===== config.mk =====
export PLATFORM = sky130hd
export DESIGN_NAME = kl_arbiter
export DESIGN_NICKNAME = d
export VERILOG_FILES = /design/src/rtl/kl_arbiter.sv
export SDC_FILE = /design/constraint.sdc
export NUM_CORES = 1
export LEC_CHECK = 0
export ABC_AREA = 1
export BUFFER_PORTS_ARGS = -buffer_cell sky130_fd_sc_hd__buf_2
export CAP_MARGIN = 40
export CORE_AREA = 2 2 222 224
export CTS_CLUSTER_DIAMETER = 40
export DETAILED_ROUTE_END_ITERATION = 6
export DIE_AREA = 0 0 224 226
export GPL_TIMING_DRIVEN = 1
export MAX_ROUTING_LAYER = met4
export PLACE_DENSITY_LB_ADDON = 0.25
export SLEW_MARGIN = 20
export SYNTH_ARGS = -nofsm -noshare
export SYNTH_HDL_FRONTEND = slang
export SYNTH_SLANG_ARGS = --single-unit

===== constraint.sdc =====
create_clock -name clk_i -period 1.8 [get_ports clk_i]
set_clock_uncertainty 0.15 [all_clocks]
set_input_delay 0.27 -clock clk_i [delete_from_list [all_inputs] [get_ports clk_i]]
set_output_delay 0.27 -clock clk_i [all_outputs]
set_load 0.01 [all_outputs]

===== src/rtl/kl_arbiter.sv =====
// Two-master KL bus arbiter: round-robin request grant into a one-entry output register,
// combinational response demux on dstid. Define KL_ARBITER_FIXED_PRIO_EN for fixed m0 priority.
module kl_arbiter #(
    parameter int unsigned MASTER_SEL_BIT = 4,
    parameter int unsigned ADDR_W         = 32
) (
    input  logic              clk_i,
    input  logic              rst_i,
    input  logic [ADDR_W-1:0] m0_req_addr_i,
    input  logic              m0_req_wen_i,
    input  logic [63:0]       m0_req_wdata_i,
    input  logic [7:0]        m0_req_wmask_i,
    input  logic [2:0]        m0_req_size_i,
    input  logic [4:0]        m0_req_srcid_i,
    input  logic              m0_req_valid_i,
    output logic              m0_req_ready_o,
    input  logic [ADDR_W-1:0] m1_req_addr_i,
    input  logic              m1_req_wen_i,
    input  logic [63:0]       m1_req_wdata_i,
    input  logic [7:0]        m1_req_wmask_i,
    input  logic [2:0]        m1_req_size_i,
    input  logic [4:0]        m1_req_srcid_i,
    input  logic              m1_req_valid_i,
    output logic              m1_req_ready_o,
    output logic [ADDR_W-1:0] s_req_addr_o,
    output logic              s_req_wen_o,
    output logic [63:0]       s_req_wdata_o,
    output logic [7:0]        s_req_wmask_o,
    output logic [2:0]        s_req_size_o,
    output logic [4:0]        s_req_srcid_o,
    output logic              s_req_valid_o,
    input  logic              s_req_ready_i,
    input  logic [63:0]       s_resp_rdata_i,
    input  logic [2:0]        s_resp_size_i,
    input  logic [4:0]        s_resp_dstid_i,
    input  logic              s_resp_valid_i,
    output logic              s_resp_ready_o,
    output logic [63:0]       m0_resp_rdata_o,
    output logic [2:0]        m0_resp_size_o,
    output logic [4:0]        m0_resp_dstid_o,
    output logic              m0_resp_valid_o,
    input  logic              m0_resp_ready_i,
    output logic [63:0]       m1_resp_rdata_o,
    output logic [2:0]        m1_resp_size_o,
    output logic [4:0]        m1_resp_dstid_o,
    output logic              m1_resp_valid_o,
    input  logic              m1_resp_ready_i
);

    typedef struct packed {
        logic [ADDR_W-1:0] addr;
        logic              wen;
        logic [63:0]       wdata;
        logic [7:0]        wmask;
        logic [2:0]        size;
        logic [4:0]        srcid;
    } req_t;

    req_t m0_req, m1_req, req_d, req_q;
    logic valid_d, valid_q;
    logic free, gnt0, gnt1;

    assign m0_req = {m0_req_addr_i, m0_req_wen_i, m0_req_wdata_i, m0_req_wmask_i,
                     m0_req_size_i, m0_req_srcid_i};
    assign m1_req = {m1_req_addr_i, m1_req_wen_i, m1_req_wdata_i, m1_req_wmask_i,
                     m1_req_size_i, m1_req_srcid_i};

    assign free = ~valid_q | s_req_ready_i;

`ifdef KL_ARBITER_FIXED_PRIO_EN
    assign gnt0 = m0_req_valid_i;
    assign gnt1 = m1_req_valid_i & ~m0_req_valid_i;
`else
    // last_q: index of the most recent winner; reset to 1 so m0 wins the first contest.
    logic last_d, last_q;

    assign gnt0 = m0_req_valid_i & (~m1_req_valid_i | last_q);
    assign gnt1 = m1_req_valid_i & (~m0_req_valid_i | ~last_q);

    always_comb begin
        last_d = last_q;
        if (free && gnt0) begin
            last_d = 1'b0;
        end else if (free && gnt1) begin
            last_d = 1'b1;
        end
    end

    always_ff @(posedge clk_i) begin
        if (rst_i) begin
            last_q <= 1'b1;
        end else begin
            last_q <= last_d;
        end
    end
`endif

    assign m0_req_ready_o = free & gnt0;
    assign m1_req_ready_o = free & gnt1;

    always_comb begin
        valid_d = valid_q;
        req_d   = req_q;
        if (free) begin
            if (gnt0) begin
                req_d   = m0_req;
                valid_d = 1'b1;
            end else if (gnt1) begin
                req_d   = m1_req;
                valid_d = 1'b1;
            end else begin
                valid_d = 1'b0;
            end
        end
    end

    always_ff @(posedge clk_i) begin
        if (rst_i) begin
            valid_q <= 1'b0;
            req_q   <= '0;
        end else begin
            valid_q <= valid_d;
            req_q   <= req_d;
        end
    end

    assign s_req_valid_o = valid_q;
    assign s_req_addr_o  = req_q.addr;
    assign s_req_wen_o   = req_q.wen;
    assign s_req_wdata_o = req_q.wdata;
    assign s_req_wmask_o = req_q.wmask;
    assign s_req_size_o  = req_q.size;
    assign s_req_srcid_o = req_q.srcid;

    // Response path holds no state: route valid/ready by the owning master's dstid bit.
    logic resp_sel;
    assign resp_sel = s_resp_dstid_i[MASTER_SEL_BIT];

    assign m0_resp_valid_o = s_resp_valid_i & ~resp_sel;
    assign m1_resp_valid_o = s_resp_valid_i & resp_sel;
    assign s_resp_ready_o  = resp_sel ? m1_resp_ready_i : m0_resp_ready_i;

    assign m0_resp_rdata_o = s_resp_rdata_i;
    assign m0_resp_size_o  = s_resp_size_i;
    assign m0_resp_dstid_o = s_resp_dstid_i;
    assign m1_resp_rdata_o = s_resp_rdata_i;
    assign m1_resp_size_o  = s_resp_size_i;
    assign m1_resp_dstid_o = s_resp_dstid_i;

endmodule


==> results.yml, run 1 <==
status:
  status: "completed"
global_route:
  grt_pass1_wl_um: 44700
  grt_pass1_vias: 8362
  use_met1: 0.137
  use_met2: 0.190
  grt_max_degree: 68
  grtUsageTotal: 0.122
  overflow: 0
  antenna_found_initial: 3
  grt.busiest_layer: "met2"
  grtUsageMet3: 0.0449
route:
  wire_per_inst_um: 13.2
  route.vias.total: 8650
  drc: 0
  postRouteAntennaNets: 0
  first_pass_iters: 5
  routed_wl_um: 30200
  drtIter0Drc: 352
  via_per_inst: 3.79
die:
  rows: 81
  ios: 569
  start_util: 0.157
  fp.dieW_um: 224
  core_area_um2: 48300
  die_y_um: 226
  dieArea_um2: 50600
cts:
  cts_root_buf: "clkbuf_16"
  clockBufferDepth: 2
  htree_levels: 4
  clkSinkCount: 115
  numCtsBuffers: 17
  cts_tree: "built"
  worstSkewPairLatency_ns: 0.46
  clk_pin_slew_ns: 0.06
critical_path:
  max_stage_delay_ns: 0.34
  critPathCaptureType: "primary output"
  worst_path_max_delay_cell: "dfxtp_2"
  path_delay_family: "flip-flops"
  critPathBufInv: 4
  path_class: "flop to primary output"
  cp.required_ns: 1.38
  startpoint_type: "flop"
  path_cells: "inv_2, nor2_4, inv_4, nand2_4, inv_2, buf_6"
  cp_max_fo: 2
  crit_top_cell: "inv_2"
  arrival_ns: 1.29
power_and_ir_drop:
  power_switching_mw: 2.92
  leakagePower_nw: 6.21
  p_int_mw: 6.39
  p_per_area_nw_per_um2: 791
  pwr-share-seq: 0.319
  combPwrFrac: 0.282
  irDropWorstVdd_mv: 0.400
  total_power_mw: 9.32
  clockPowerShare: 0.399
  swShare: 0.314
yosys:
  synth_cell_types: 16
  synthDominantCellAreaShare: 0.303
  ys_ff_latch: 115
  synth_top_family_by_area: "simple AND/OR/NAND/NOR gates"
  synth_adder_area_share: 0
  synth_area_um2: 7600
  yosysWarnings: 0
  synth_simple_gate_area_frac: 0.436
  synthTopCellsByArea: "dfxtp_1, nand2_1, nand3_1"
  yosysSeqAreaShare: 0.303
  synthMuxAreaShare: 0.00148
  synth_top_area_cell: "dfxtp_1"
  syn_nets: 1580
  syn_avg_cell_area_um2: 5.96
  syn_inst: 1274
  synthXorXnorAreaFrac: 0
  synth_compound_area_frac: 0.00132
final_layout:
  mostFrequentLayoutCells: "buf_2, nand2_1, nor2_1, nand3_1, dlygate4sd3_1"
  drive_above_1_share: 0.267
  syn_to_final_growth_pct: 55.1
  final_common_cell: "buf_2"
  layout.nets: 1954
timing:
  layout_setup_ws_ns: 0.0872
  max_freq_mhz: 584
  hold_viol: 0
  rsz0062_at_grt: "yes"
  finalSetupViolCount: 0
  worst_pin_slew_ns: 0.359
  drv_slew: 0
  relSlewSlack: 0.761
  fin_crit_sh: 0.952
  fin_crit_ns: 1.71
placed_design:
  dp_slack_ns: 0.108
  port_buffers: 355
  hpwl_um: 20900
  gp_congestion: 0.793
min_path:
  worstHoldPathType: "primary input to flop"
job:
  maxCapViolCount: 0
[registers in the layout, summed over array words and instances (netlist names)]
register,count
s_req_addr_o,32
s_req_valid_o,1
s_req_wen_o,1
s_req_wmask_o,8
s_req_wdata_o,64
s_req_size_o,3
last_q,1
s_req_srcid_o,5
[power groups by stage]
stage                     logic [mW]  registers (mW)  clock network (mW)
after floorplan                 1.47            3.14                   0
after global placement          2.27            3.02                   0
after detailed placement        2.28            3.03                   0
after CTS                       2.64            2.97                3.92
after global routing            2.95            3.00                3.98
final                           2.62            2.97                3.72
[worst reg2reg max path, delay by kind of cell, from the launching register on]
family        cells  cell delay (ns)
simple gates      5             0.48
flops             1             0.39
buf+inv           3             0.52
[through the flow]
step                 util    TNS, ns  hold WS, ns  instance area, um^2  std cells
floorplan               -          0        0.189                 7600       1274
global placement    0.189          0        0.335                 9130       2057
detailed placement  0.189          0        0.336                 9130       2057
CTS                 0.243   -0.00857      0.00233                11800       2283
global route        0.244  -0.000548       0.0341                11800       2285
finish              0.244          0       0.0372                11800       2285
[cell type report]
type / count / area [um^2]
clock inverters: 12 / 180
clock buffers: 20 / 447
inverters: 122 / 463
multi-input cells: 807 / 3390
flip-flops and latches: 115 / 2310
diodes: 2 / 5.00
fillers: 5377 / 36600
well taps: 622 / 778
repair buffers: 585 / 4210
[path summary, 6_finish.rpt]
path | startpoint | end | slack [ns] | depth (start not counted)
hold reg to reg | s_req_wdata_o[14] | s_req_wdata_o[14] | 0.35 | 4
setup reg to reg | last_q | s_req_addr_o[5] | 0.15 | 8
setup / recovery | s_req_valid_o | m0_req_ready_o | 0.09 | 6
hold / removal | m0_req_wdata_i[61] | s_req_wdata_o[61] | 0.04 | 5
[cell families (layout without fill, tap and decap cells)]
family                 after synthesis  in the layout
AOI/OAI and AO/OA                    2              2
and+or+nand+nor                    804            804
buffers and inverters              352            739
muxes                                1              1
other                                0              2
DFF                                115            115
[cells in the mapped netlist, drive strengths merged]
| cell | count |
|---|---|
| dfxtp | 115 |
| a21oi | 2 |
| clkinv | 1 |
| nand3 | 227 |
| inv | 121 |
| nand2 | 348 |
| nor2 | 229 |
| mux2 | 1 |
| clkbuf | 29 |
| buf | 201 |
[routing by layer]
metal	part of all wire	up-vias
li1	-	4485
met1	0.45	3740
met2	0.45	348
met3	0.072	77
met4	0.031	0
met5	0	-
[what timing repair did]
action / 4_1_cts / 5_1_grt
pin swaps: 4 / 2
setup buffers: 4 / 0
gates resized for setup: 19 / 2
endpoints found under the hold margin: 106 / 0
setup endpoints to repair: 2 / 16
hold buffers: 190 / 0
gates cloned: 0 / 1
(Power assumes the default switching activity.)
==> run 2, diff against run 1 <==
BUFFER_PORTS_ARGS = -buffer_cell sky130_fd_sc_hd__buf_4   (was -buffer_cell sky130_fd_sc_hd__buf_2)
==> results.yml, run 2 (synthesized netlist as in run 1, its figures left out) <==
min_path:
  hold_depth: 5
  hold_path_end: "s_req_wdata_o[2]"
  hp-start: "m0_req_wdata_i[2]"
  worstHoldPathType: "primary input to flop"
timing:
  relSlewSlack: 0.776
  fin_crit_sh: 0.948
  drv_slew: 0
  fin_crit_ns: 1.71
  whs_ns: 0.0263
  rsz0062_at_grt: "no"
  max_freq_mhz: 586
  worst_pin_slew_ns: 0.336
  setup_tns_ns: 0
  hold_viol: 0
  finalSetupViolCount: 0
cts:
  clk_pin_slew_ns: 0.06
  clockBufferDepth: 2
  cts_root_buf: "clkbuf_16"
  clkSinkCount: 115
  cts_tree: "built"
  htree_levels: 4
  numCtsBuffers: 17
  worstSkewPairLatency_ns: 0.47
final_layout:
  mostFrequentLayoutCells: "buf_4, nand2_1, nor2_1, nand3_1, dlygate4sd3_1"
  final_common_cell: "buf_4"
  syn_to_final_growth_pct: 67.2
  drive_above_1_share: 0.267
  fillers: 5312
  largest_reg_flops: 64
  layout.nets: 1956
route:
  route.vias.total: 8573
  wl_met1_um: 13300
  routed_wl_um: 30600
  dr_wl_met2_um: 14100
  drtIter0Drc: 319
  first_pass_iters: 5
  via_per_inst: 3.75
  drc: 0
  wire_per_inst_um: 13.4
  route.met3.wl_um: 2300
  dr.max_layer_used: "met4"
  postRouteAntennaNets: 0
power_and_ir_drop:
  p_per_area_nw_per_um2: 772
  p_int_mw: 6.91
  pwr-share-seq: 0.304
  clockPowerShare: 0.400
  leakagePower_nw: 6.50
  swShare: 0.296
  combPwrFrac: 0.297
  irDropWorstVdd_mv: 0.489
  power_switching_mw: 2.90
die:
  dieArea_um2: 50600
  core_area_um2: 48300
  ios: 569
  die_y_um: 226
  fp.dieW_um: 224
  rows: 81
  start_util: 0.157
critical_path:
  r2r_end: "s_req_srcid_o[2]"
  r2r-start: "last_q"
  cp.required_ns: 1.38
  ff2ff_setup_slack_ns: 0.26
  path_cells: "nand2_4, nand2_2, nor2_4, buf_6"
  critPathCaptureType: "primary output"
  max_stage_delay_ns: 0.35
  cp_max_fo: 5
  worst_path_max_delay_cell: "dfxtp_4"
  worst-r2r-cell-count: 8
  arrival_ns: 1.29
  path_class: "flop to primary output"
  startpoint_type: "flop"
global_route:
  grt_pass1_vias: 8498
  grtUsageTotal: 0.124
  antenna_found_initial: 1
  overflow: 0
  grt_pass1_wl_um: 45500
  grt_max_degree: 65
placed_design:
  port_buffers: 355
  gp_congestion: 0.776
  hpwl_um: 21600
job:
  maxCapViolCount: 0
status:
  status: "completed"
-- run 2: worst max-delay path by stage --
stage | startpoint | to | cells after the start
floorplan | m0_req_valid_i | m0_req_ready_o | 7
global placement | m0_req_valid_i | m1_req_ready_o | 6
detailed placement | m0_req_valid_i | m1_req_ready_o | 6
CTS | last_q | m1_req_ready_o | 4
global route | s_req_valid_o | m0_req_ready_o | 6
finish | last_q | m1_req_ready_o | 4
-- run 2: cell type report --
| cell class | count | area, um^2 | share of cell area |
|---|---|---|---|
| Timing Repair Buffer | 587 | 5120 | 0.403 |
| Multi-Input combinational cell | 807 | 3380 | 0.266 |
| Sequential cell | 115 | 2310 | 0.182 |
| Tap cell | 622 | 778 | 0.0613 |
| Clock buffer | 21 | 480 | 0.0378 |
| Inverter | 122 | 460 | 0.0362 |
| Clock inverter | 10 | 178 | 0.0140 |
| Antenna cell | 1 | 2.50 | 0.000197 |
-- run 2: power by group through the flow --
stage          clock network (mW)  registers [mW]  logic, mW
3_5_place_dp                    0            3.03       2.60
2_1_floorplan                   0            3.14       1.47
3_3_place_gp                    0            3.02       2.60
6_report                     3.92            2.98       2.91
5_1_grt                      4.18            3.01       3.25
4_1_cts                      4.10            2.98       2.96
-- run 2: per-layer routing --
layer  up-vias  global-route usage
li1       4484                   -
met3        70              0.0444
met5         -                   -
met1      3689               0.136
met4         0              0.0594
met2       330               0.199
-- run 2: what timing repair did --
item                                    CTS  global route
hold buffers                            192             0
gates resized for setup                  14             0
endpoints found under the hold margin   108             0
endpoints found under the setup margin    2             0
setup buffers                             2             0
-- run 2: stage by stage --
| stage | setup WS (ns) | std cells | power [mW] | utilization | area [um^2] |
|---|---|---|---|---|---|
| after global placement | 0.180 | 2060 | 5.63 | 0.208 | 10100 |
| final | 0.0933 | 2285 | 9.81 | 0.263 | 12700 |
| after global routing | 0.0118 | 2285 | 10.4 | 0.263 | 12700 |
| after floorplan | 0.359 | 1274 | 4.61 | - | 7600 |
| after detailed placement | 0.199 | 2060 | 5.64 | 0.208 | 10100 |
| after CTS | 0.0276 | 2284 | 10.1 | 0.263 | 12700 |
-- run 2: worst max-delay path, delay by kind of cell, from the launching register on --
kind | cells | cell delay [ns]
buffers and inverters | 1 | 0.13
DFF | 1 | 0.35
and+or+nand+nor | 3 | 0.34
==> run 3, diff against run 2 <==
CORE_AREA = 2 2 221 223   (was 2 2 222 224)
CTS_CLUSTER_DIAMETER = 30   (was 40)
DIE_AREA = 0 0 223 225   (was 0 0 224 226)
clock period = 2.05 ns   (was 1.8 ns; I/O delays follow)
==> results.yml, run 3 (synthesized netlist as in run 1, its figures left out) <==
power_and_ir_drop:
  power_switching_mw: 2.48
  leakagePower_nw: 6.08
  p_per_area_nw_per_um2: 687
  swShare: 0.309
  p_int_mw: 5.55
  irDropWorstVdd_mv: 0.430
  clockPowerShare: 0.368
  pwr-share-seq: 0.326
  combPwrFrac: 0.306
critical_path:
  r2r-start: "last_q"
  max_stage_delay_ns: 0.56
  critPathBufInv: 3
  path_class: "flop to flop"
  setup.worst_path.start: "last_q"
  worst_path_max_delay_cell: "dlygate4sd3_1"
  cp_max_fo: 25
  arrival_ns: 2.14
  path_cells: "inv_2, nand2_8, buf_16, nand3_1, nand2_1, dlygate4sd3_1, nor2_1, nor2_1"
  worstSetupEndpoint: "s_req_wdata_o[34]"
  worst-r2r-cell-count: 8
  crit_cells: 8
  crit_top_cell: "nor2_1"
  path_delay_family: "buffers and inverters"
  cp.required_ns: 2.26
  r2r_end: "s_req_wdata_o[34]"
  startpoint_type: "flop"
  ff2ff_setup_slack_ns: 0.11
  critPathCaptureType: "flop"
cts:
  cts_tree: "built"
  htree_levels: 4
  numCtsBuffers: 17
  worstSkewPairLatency_ns: 0.47
  clk_pin_slew_ns: 0.05
  clockBufferDepth: 2
  cts_root_buf: "clkbuf_16"
  clkSinkCount: 115
final_layout:
  syn_to_final_growth_pct: 53.9
  final_common_cell: "buf_4"
  drive_above_1_share: 0.270
  largest_reg_flops: 64
  utilization: 0.246
  layout.nets: 1858
  mostFrequentLayoutCells: "buf_4, nand2_1, nor2_1, nand3_1, inv_1"
  final_area_um2: 11700
  post_layout_nonfiller_instances: 2180
die:
  dieArea_um2: 50200
  ios: 569
  core_area_um2: 47500
  fp.dieW_um: 223
  die_y_um: 225
  rows: 80
  start_util: 0.160
timing:
  rsz0062_at_grt: "yes"
  drv_slew: 0
  hold_viol: 0
  finalSetupViolCount: 0
  relSlewSlack: 0.604
  fin_crit_ns: 1.94
  fin_crit_sh: 0.945
  layout_setup_ws_ns: 0.113
  worst_pin_slew_ns: 0.593
  max_freq_mhz: 516
route:
  first_pass_iters: 5
  routed_wl_um: 31100
  drtIter0Drc: 397
  wire_per_inst_um: 14.3
  postRouteAntennaNets: 0
  drc: 0
  via_per_inst: 3.87
  route.vias.total: 8431
global_route:
  antenna_found_initial: 1
  grt_max_degree: 115
  grt_pass1_wl_um: 45100
  overflow: 0
  grt_pass1_vias: 8044
  grtUsageTotal: 0.123
status:
  status: "completed"
placed_design:
  port_buffers: 355
  hpwl_um: 21200
  dpl_cell_area_um2: 9890
  dp_cells: 2037
  dp_slack_ns: 0.351
  gp_congestion: 0.732
min_path:
  worstHoldPathType: "primary input to flop"
job:
  maxCapViolCount: 0
==> run 3: how the worst min path moves through the flow <==
stage	from	endpoint	slack, ns	cells past startpoint
finish	m0_req_wdata_i[16]	s_req_wdata_o[16]	0.05	5
floorplan	rst_i	s_req_valid_o	0.23	1
detailed placement	s_req_wdata_o[58]	s_req_wdata_o[58]	0.35	4
global route	m1_req_addr_i[18]	s_req_addr_o[18]	0.03	5
CTS	m1_req_wdata_i[57]	s_req_wdata_o[57]	0.0001	5
global placement	s_req_wdata_o[33]	s_req_wdata_o[33]	0.35	4
==> run 3: worst reg2reg max path: cells and delay by family (launching register included) <==
kind / cells / cell delay [ns]
buffers and inverters: 3 / 0.86
and+or+nand+nor: 5 / 0.45
DFF: 1 / 0.37
==> run 3: what timing repair did <==
action / in CTS / in global routing
cloned: 1 / 4
pin swaps: 0 / 1
hold buffers: 103 / 0
gates resized for setup: 2 / 6
hold endpoints to repair: 67 / 0
setup buffers: 0 / 3
endpoints found under the setup margin: 2 / 20
==> run 3: final cells by class <==
type	instances	area, um^2
fill	5367	35900
inverter	122	460
sequential	115	2310
timing repair buffer	489	4210
clock inverter	4	45.0
antenna	1	2.50
multi-input combinational	807	3370
clock buffer	27	523
tap	615	769
==> run 3: metrics by stage <==
stage | total power [mW] | setup TNS (ns) | hold slack (ns)
after floorplan | 4.05 | 0 | 0.227
after global placement | 4.86 | 0 | 0.347
after detailed placement | 4.87 | 0 | 0.350
after CTS | 8.17 | -0.0186 | 0.000149
after global routing | 8.60 | -0.0153 | 0.0288
final | 8.03 | 0 | 0.0467
==> run 3: power groups by stage <==
stage	clock (mW)	combinational, mW	sequential, mW
4_1_cts	3.13	2.43	2.62
6_report	2.96	2.46	2.62
3_3_place_gp	0	2.20	2.66
2_1_floorplan	0	1.29	2.75
5_1_grt	3.20	2.75	2.65
3_5_place_dp	0	2.21	2.66
==> run 3: per-layer routing <==
layer,up-vias,GRT usage,share of wire
met5,-,-,0
li1,4287,-,-
met4,0,0.0563,0.028
met2,407,0.192,0.46
met3,65,0.0510,0.090
met1,3672,0.138,0.42
